===== config.mk =====
export PLATFORM = sky130hd
export DESIGN_NAME = fir_systolic_loadable
export DESIGN_NICKNAME = d
export VERILOG_FILES = /design/src/rtl/fir_systolic_loadable_pkg.sv /design/src/rtl/fir_systolic_loadable_mac.sv /design/src/rtl/fir_systolic_loadable.sv
export SDC_FILE = /design/constraint.sdc
export NUM_CORES = 2
export LEC_CHECK = 0
export ABC_AREA = 1
export BUFFER_PORTS_ARGS = -buffer_cell sky130_fd_sc_hd__buf_2
export CORE_MARGIN = 2
export CORE_UTILIZATION = 68
export DETAILED_ROUTE_END_ITERATION = 6
export PLACE_DENSITY = 0.85
export SLEW_MARGIN = 20
export SYNTH_ARGS = -nofsm -noshare
export SYNTH_HDL_FRONTEND = slang
export SYNTH_SLANG_ARGS = --single-unit

===== constraint.sdc =====
create_clock -name i_clk -period 15.21 [get_ports i_clk]
set_clock_uncertainty 0.05 [all_clocks]
set_input_delay 1.521 -clock i_clk [delete_from_list [all_inputs] [get_ports i_clk]]
set_output_delay 1.521 -clock i_clk [all_outputs]
set_load 0.02 [all_outputs]

===== src/rtl/fir_systolic_loadable_pkg.sv =====
// Shared definitions for the loadable FIR filter family: accumulator width
// derivation and the round/saturate step used on filter outputs.
package fir_systolic_loadable_pkg;

    localparam int RS_W = 64;
    localparam logic signed [RS_W-1:0] RS_ONE = 64'sd1;

    // Rounded and clamped value plus a flag telling whether the clamp engaged.
    typedef struct packed {
        logic signed [RS_W-1:0] value;
        logic                   clamped;
    } rs_t;

    // Ceiling log2, usable in constant expressions.
    function automatic int clog2(input int n);
        int r;
        r = 0;
        for (int i = 0; i < 31; i++) begin
            if ((1 << i) < n) begin
                r = i + 1;
            end
        end
        return r;
    endfunction

    // Full-precision accumulator width: no internal wrap for any tap count.
    function automatic int acc_width(input int iw, input int tw, input int ntaps);
        return iw + tw + clog2(ntaps);
    endfunction

    // Round half toward +inf, arithmetic shift right, clamp to an ow-bit
    // signed range. shift == 0 leaves the value unrounded. Accumulators up
    // to RS_W bits wide are supported.
    function automatic rs_t round_sat(input logic signed [RS_W-1:0] v,
                                      input int shift,
                                      input int ow);
        logic signed [RS_W-1:0] r;
        logic signed [RS_W-1:0] hi;
        logic signed [RS_W-1:0] lo;
        rs_t o;
        r = v;
        if (shift > 0) begin
            r = (v + (RS_ONE <<< (shift - 1))) >>> shift;
        end
        hi = (RS_ONE <<< (ow - 1)) - RS_ONE;
        lo = -(RS_ONE <<< (ow - 1));
        o.value   = r;
        o.clamped = 1'b0;
        if (r > hi) begin
            o.value   = hi;
            o.clamped = 1'b1;
        end else if (r < lo) begin
            o.value   = lo;
            o.clamped = 1'b1;
        end
        return o;
    endfunction

endpackage


===== src/rtl/fir_systolic_loadable_mac.sv =====
// One tap of the transposed-form FIR: holds its coefficient (part of the
// serial coefficient shift chain) and one stage of the accumulator chain.
module fir_mac_cell
    import fir_systolic_loadable_pkg::*;
#(
    parameter int IW = 12,
    parameter int TW = 12,
    parameter int AW = 28
) (
    input  logic                 i_clk,
    input  logic                 i_reset,
    input  logic                 tap_wr,
    input  logic signed [TW-1:0] tap_in,
    output logic signed [TW-1:0] tap_out,
    input  logic                 ce,
    input  logic signed [IW-1:0] sample,
    input  logic signed [AW-1:0] acc_in,
    output logic signed [AW-1:0] acc_out
);

    localparam int PW = IW + TW;

    logic signed [TW-1:0] h;
    logic signed [PW-1:0] prod;

    // Both operands sign-extended to the full product width before multiplying.
    assign prod    = $signed({{TW{sample[IW-1]}}, sample}) * $signed({{IW{h[TW-1]}}, h});
    assign tap_out = h;

    // Coefficient shift register; deliberately outside reset so a reset of
    // the datapath keeps the loaded filter.
    always_ff @(posedge i_clk) begin
        if (tap_wr) begin
            h <= tap_in;
        end
    end

    // Accumulator stage: add this tap's product to the partial sum from above.
    always_ff @(posedge i_clk) begin
        if (i_reset) begin
            acc_out <= '0;
        end else if (ce) begin
            acc_out <= acc_in + AW'(prod);
        end
    end

endmodule


===== src/rtl/fir_systolic_loadable.sv =====
// Run-time loadable N-tap transposed-form FIR with rounded, saturated output.
// NTAPS must be at least 2.
module fir_systolic_loadable
    import fir_systolic_loadable_pkg::*;
#(
    parameter int NTAPS = 8,
    parameter int IW    = 12,
    parameter int TW    = 12,
    parameter int OW    = 16,
    parameter int SHIFT = 8
) (
    input  logic                 i_clk,
    input  logic                 i_reset,
    input  logic                 i_tap_wr,
    input  logic signed [TW-1:0] i_tap,
    input  logic                 i_ce,
    input  logic signed [IW-1:0] i_sample,
    output logic                 o_ce,
    output logic signed [OW-1:0] o_result,
    output logic                 o_overflow
);

    localparam int AW = acc_width(IW, TW, NTAPS);

    logic signed [TW-1:0] tap_chain [NTAPS];
    logic signed [AW-1:0] acc_chain [NTAPS];
    logic                 ce_d;
    rs_t                  rs;
    logic                 unused_rs_hi;
    logic                 unused_tap0;

    // Cell k takes its coefficient from cell k+1 and its partial sum from
    // cell k+1; the last cell is fed by the tap port and a zero sum.
    for (genvar k = 0; k < NTAPS; k++) begin : g_cell
        if (k == NTAPS - 1) begin : g_last
            fir_mac_cell #(.IW(IW), .TW(TW), .AW(AW)) u_cell (
                .i_clk   (i_clk),
                .i_reset (i_reset),
                .tap_wr  (i_tap_wr),
                .tap_in  (i_tap),
                .tap_out (tap_chain[k]),
                .ce      (i_ce),
                .sample  (i_sample),
                .acc_in  ('0),
                .acc_out (acc_chain[k])
            );
        end else begin : g_mid
            fir_mac_cell #(.IW(IW), .TW(TW), .AW(AW)) u_cell (
                .i_clk   (i_clk),
                .i_reset (i_reset),
                .tap_wr  (i_tap_wr),
                .tap_in  (tap_chain[k+1]),
                .tap_out (tap_chain[k]),
                .ce      (i_ce),
                .sample  (i_sample),
                .acc_in  (acc_chain[k+1]),
                .acc_out (acc_chain[k])
            );
        end
    end

    // Round and clamp the completed sum held in the head of the chain.
    always_comb begin
        rs = round_sat(RS_W'(acc_chain[0]), SHIFT, OW);
    end

    assign unused_rs_hi = ^rs.value[RS_W-1:OW];
    assign unused_tap0  = ^tap_chain[0];

    // Marks the cycle in which acc_chain[0] holds a freshly completed sum.
    always_ff @(posedge i_clk) begin
        if (i_reset) begin
            ce_d <= 1'b0;
        end else begin
            ce_d <= i_ce;
        end
    end

    // Output register: strobe for one clock, hold result/flag between strobes.
    always_ff @(posedge i_clk) begin
        if (i_reset) begin
            o_ce       <= 1'b0;
            o_result   <= '0;
            o_overflow <= 1'b0;
        end else begin
            o_ce <= ce_d;
            if (ce_d) begin
                o_result   <= rs.value[OW-1:0];
                o_overflow <= rs.clamped;
            end
        end
    end

endmodule

After elaboration in Yosys (flattened, before gate mapping):

Cells that the tools add are included.
Widths: inputs -> output; s select.

* multiplexer cells: 2
* $add $sub $neg: 8
* multiply operators: 8
* magnitude comparators: 2

Operator list (number)
* $mul 12x12->24: 8
* $add 27x24->27: 6
* $mux 17: 2
* $add 27x9->28 const B: 1
* $add 24x24->25: 1
* $gt 20x16->1 const B: 1
* $lt 20x16->1 const B: 1

* word-level logic and storage cells: 40
* output and inout port bits: 18
* bits of input ports: 28
* flip-flop bits (word level): 328

Logic depth before layout (Yosys ltp):

* word-level depth: 4
* gate-level depth with buffers: 30
* mapped depth without buffers: 27

Modules after synthesis:

Synthesis repeated with hierarchy kept, for this count alone.

* cell total of the unflattened synthesis: 9349
* area total of the unflattened synthesis: 71761.3 sq um

By module, submodules not included
* fir_mac_cell (g_cell[2].g_mid.u_cell ...): times used 4, area each 8747.1 sq um, seq. area each 900.9 sq um, cells an instance 1131
* fir_mac_cell (g_cell[6].g_mid.u_cell): times used 1, area each 8929.8 sq um, seq. area each 900.9 sq um, cells an instance 1165
* fir_mac_cell (g_cell[7].g_last.u_cell): times used 1, area each 8887.3 sq um, seq. area each 900.9 sq um, cells an instance 1165
* fir_mac_cell (g_cell[0].g_mid.u_cell): times used 1, area each 8839.7 sq um, seq. area each 900.9 sq um, cells an instance 1159
* fir_mac_cell (g_cell[1].g_mid.u_cell): times used 1, area each 8798.4 sq um, seq. area each 900.9 sq um, cells an instance 1138
* fir_systolic_loadable: times used 1, area each 1317.5 sq um, seq. area each 380.4 sq um, cells an instance 198

Worst setup path after synthesis:

No wires, ideal clock.

* path kind: input to register
* from: in i_sample[11]
* to: reg g_cell[2].g_mid.u_cell.acc_out[26]
* path buffers: 3
* cell stages on the path: 23
* slack: 8.193 ns
* arrival time: 6.858 ns
* data required time: 15.051 ns
* library setup time: 0.109 ns
* cells stage by stage: clkbuf_1 > clkbuf_1 > buf_1 > nand2_1 > fa_1 > fa_1 > fa_1 > inv_1 > fa_1 > inv_1 > fa_1 > inv_1 > ha_1 > ha_1 > inv_1 > nor3_1 > nand2_1 > nor3_1 > nor2_1 > nand2_1 > nand3_1 > nand2_1 > inv_1

* word-level cells in the longest chain between the ends: 2

RTL lines
* start, declared: RTL line fir_systolic_loadable.sv:17 `input logic signed [IW-1:0] i_sample,`
* $mul 12x12->24: RTL line fir_systolic_loadable_mac.sv:27 `assign prod = $signed({{TW{sample[IW-1]}}, sample}) * $signed({{IW{h[TW-1]}}, h});`
* $add 27x24->27: RTL line fir_systolic_loadable_mac.sv:43 `acc_out <= acc_in + AW'(prod);`
* end signal, assigned: RTL line fir_systolic_loadable_mac.sv:43
* end, declared: RTL line fir_systolic_loadable_mac.sv:18 `output logic signed [AW-1:0] acc_out`

No other way between the ends.
A chain may end at the register's enable or synchronous reset.

Worst setup path in the final report:

* from: in i_sample[11]
* to: reg g_cell[1].g_mid.u_cell.acc_out[21]

* word-level cells in the longest chain between the ends: 2

RTL lines (RTL line)
* $mul 12x12->24: fir_systolic_loadable_mac.sv:27
* $add 27x24->27: fir_systolic_loadable_mac.sv:43
* end signal, assigned: fir_systolic_loadable_mac.sv:43
* end, declared: fir_systolic_loadable_mac.sv:18

No other way between the ends.

==> impl_metrics.csv <==
group,metric,value,unit
sta,finalMaxSlewViolations,0,
sta,setup_viol,0,
sta,timing.final.crit_period,7536,ps
global_routing,antenna_found_initial,1,
worst_setup_path,path_max_fanout,52,
yosys,synth-xor-area-share,1.865,%
yosys,ys.warnings.count,0,
yosys,synth_compound_area_share,5.718,%
yosys,synthArstFlopShare,0,%
sta,worst_slack,7674,ps
worst_setup_path,worst_setup_path_end_kind,"flop",
yosys,synthTopCellsByArea,"fa_1 41%, inv_1 13%, ha_1 10%",
sta,worst_pin_slew,1092,ps
floorplanning,rows,113,
placed_design,numPortBuffers,45,
worst_setup_path,worstSetupPathType,"input port to flop",
yosys,synth_cell_types,46,
routing,routed_via_density,5.560,
global_routing,grt_max_degree,124,
worst_setup_path,r2r-start,"g_cell[4].g_mid.u_cell.tap_out[0]",
clock_tree,cts_root_buffer,"clkbuf_16",
yosys,syn_nets,9983,
clock_tree,cts_setup_buffers,0,
sta,holdWs,424.6,ps
placed_design,globalplace.congestion,0.9573,
floorplanning,pin_count,46,
clock_tree,hold_buffers,0,
worst_setup_path,start_kind,"input port",
floorplanning,core_area,0.09529,mm²
run,cap_violations,0,
worst_setup_path,arrival,8010,ps
yosys,yosysSeqAreaShare,11.19,%
yosys,synth-edff-count,96,
routing,wl_per_cell,17.82,µm
layout,area.growth.synth_to_final,3.550,%
layout,drive_gt1_share,2.319,%
worst_setup_path,required,15690,ps
yosys,synth_seq_cells,319,
sta,hold_viol,0,
floorplanning,die_area,0.09907,mm²
global_routing,overflow,0,
run_status,status,"finished clean",
yosys,ys.flop_type,"dfxtp_1",
yosys,synth-adder-area-share,51.72,%
routing,dr.pass1.iters,6,
floorplanning,fp.dieW,314.8,µm
yosys,syn_area_per_cell,8.155,µm²
clock_tree,clkLatencyLatePin,630,ps
routing,dr.first_iter.drc_count,4458,
yosys,synth_top_family_by_area,"adder cells",
min_path,worstHoldStart,"g_cell[7].g_last.u_cell.acc_out[0]",
sta,finalSetupTns,0,ps
sta,period_share,49.55,%
yosys,synthMuxAreaShare,0,%
clock_tree,cts_tree,"built",
yosys,synth_cells,8052,
clock_tree,cts_inserted_buffers,42,
global_routing,grt_pass1_wl,271800,µm
clock_tree,clock-sinks,319,
routing,via_count,50910,
placed_design,pre_cts_slack,7155,ps
layout,nNetsFinal,9787,
clock_tree,cts_max_level,2,
floorplanning,dieHeight,314.8,µm
yosys,synth_top_area_share,41.22,%
floorplanning,start_util,68.91,%
yosys,synth_area,0.06566,mm²
routing,remaining_drc_errors,0,
min_path,hold_path_class,"flop to flop",
sta,relSlewSlack,27.21,%
yosys,yosysTopAreaCell,"fa_1",
routing,wl,163200,µm
yosys,synth.most_common_cell,"inv_1",
global_routing,grt_usage,34.39,%
clock_tree,clkSlewWorstSetupHoldPaths,60,ps
clock_tree,cts_resized,0,
global_routing,first_global_vias,54900,
placed_design,detailed_place_hpwl,126200,µm
sta,rsz0062_at_grt,"no",
worst_setup_path,crit_start,"i_sample[11]",
clock_tree,cts_buffer_depth,3,
yosys,synthTopCellsByCount,"2318 x inv_1, 1634 x nand2_1, 1352 x fa_1",
yosys,synthSimpleGateAreaFrac,14.47,%
routing,ant_nets,0,
sta,max_freq,132.7,MHz
-- critical path: stages --
cell	delay, ps
buf_4	550
buf_4	680
nand2_1	220
fa_1	1120
fa_1	550
inv_1	90
fa_1	440
fa_1	600
fa_1	440
ha_1	290
ha_1	360
a21oi_1	230
o21ai_0	120
a21oi_1	170
o21ai_0	170
nand2_1	110
nand2_1	60
nand2_1	50
nand3_1	70
nand2_1	90
inv_1	40
-- kinds of logic (layout without fill, tap and decap cells) --
kind of cell	count (synthesis)	count (layout)
other	0	1
xor gates and xnor gates	139	139
adders and majority gates	1903	1903
and+or+nand+nor	2354	2354
buffers and inverters	2625	2463
DFF	319	319
AOI/OAI and AO/OA	712	712
-- cells in the final DEF, fill, tap and decap left out, types with 84 or more instances in the layout --
cell type / instances
nand2_1: 1634
a21oi_1: 363
xor2_1: 84
nand3_1: 212
dfxtp_1: 223
nor2_1: 362
fa_1: 1352
edfxtp_1: 96
o21ai_0: 270
ha_1: 551
inv_1: 2316
-- worst paths after layout --
| kind | endpoint | depth (start not counted) | slack (ps) |
|---|---|---|---|
| worst max-delay path | g_cell[1].g_mid.u_cell.acc_out[21] | 21 | 7670 |
| worst min-delay path | g_cell[7].g_last.u_cell.acc_out[0] | 2 | 420 |
| worst max register to register | g_cell[4].g_mid.u_cell.acc_out[21] | 19 | 8990 |
| worst min register to register | g_cell[7].g_last.u_cell.acc_out[0] | 2 | 420 |
-- per-layer routing --
metal  track usage (%)  routed length, µm
met5                 0                  0
met2             58.60              80000
met1             43.32              60700
met3             6.447              14980
met4             14.19               7501
-- sequential cells by signal, indices dropped and copies added, names as in the netlist --
name / cells
g_cell.g_mid.u_cell.acc_out: 180
o_overflow: 1
o_ce: 1
ce_d: 1
o_result: 16
g_cell.g_last.u_cell.tap_out: 12
g_cell.g_mid.u_cell.tap_out: 84
g_cell.g_last.u_cell.acc_out: 24
-- through the flow --
step / utilization, % / std cells / instance area, µm²
2_1_floorplan: - / 8052 / 65660
3_3_place_gp: 69.79 / 9077 / 66500
3_5_place_dp: 69.79 / 9077 / 66500
4_1_cts: 71.35 / 9155 / 67990
5_1_grt: 71.35 / 9155 / 67990
6_report: 71.35 / 9156 / 68000
-- cell type report --
class / count / area, µm²
Inverter: 2321 / 8720
Timing Repair Buffer: 64 / 409.1
Antenna cell: 1 / 2.502
Clock inverter: 17 / 231.5
Fill cell: 7153 / 27300
Tap cell: 1265 / 1583
Clock buffer: 61 / 1257
Multi-Input combinational cell: 5108 / 48450
Sequential cell: 319 / 7347
Power is not shown: default switching activity piles up to over one toggle a cycle in this logic, so the estimate is an artifact.
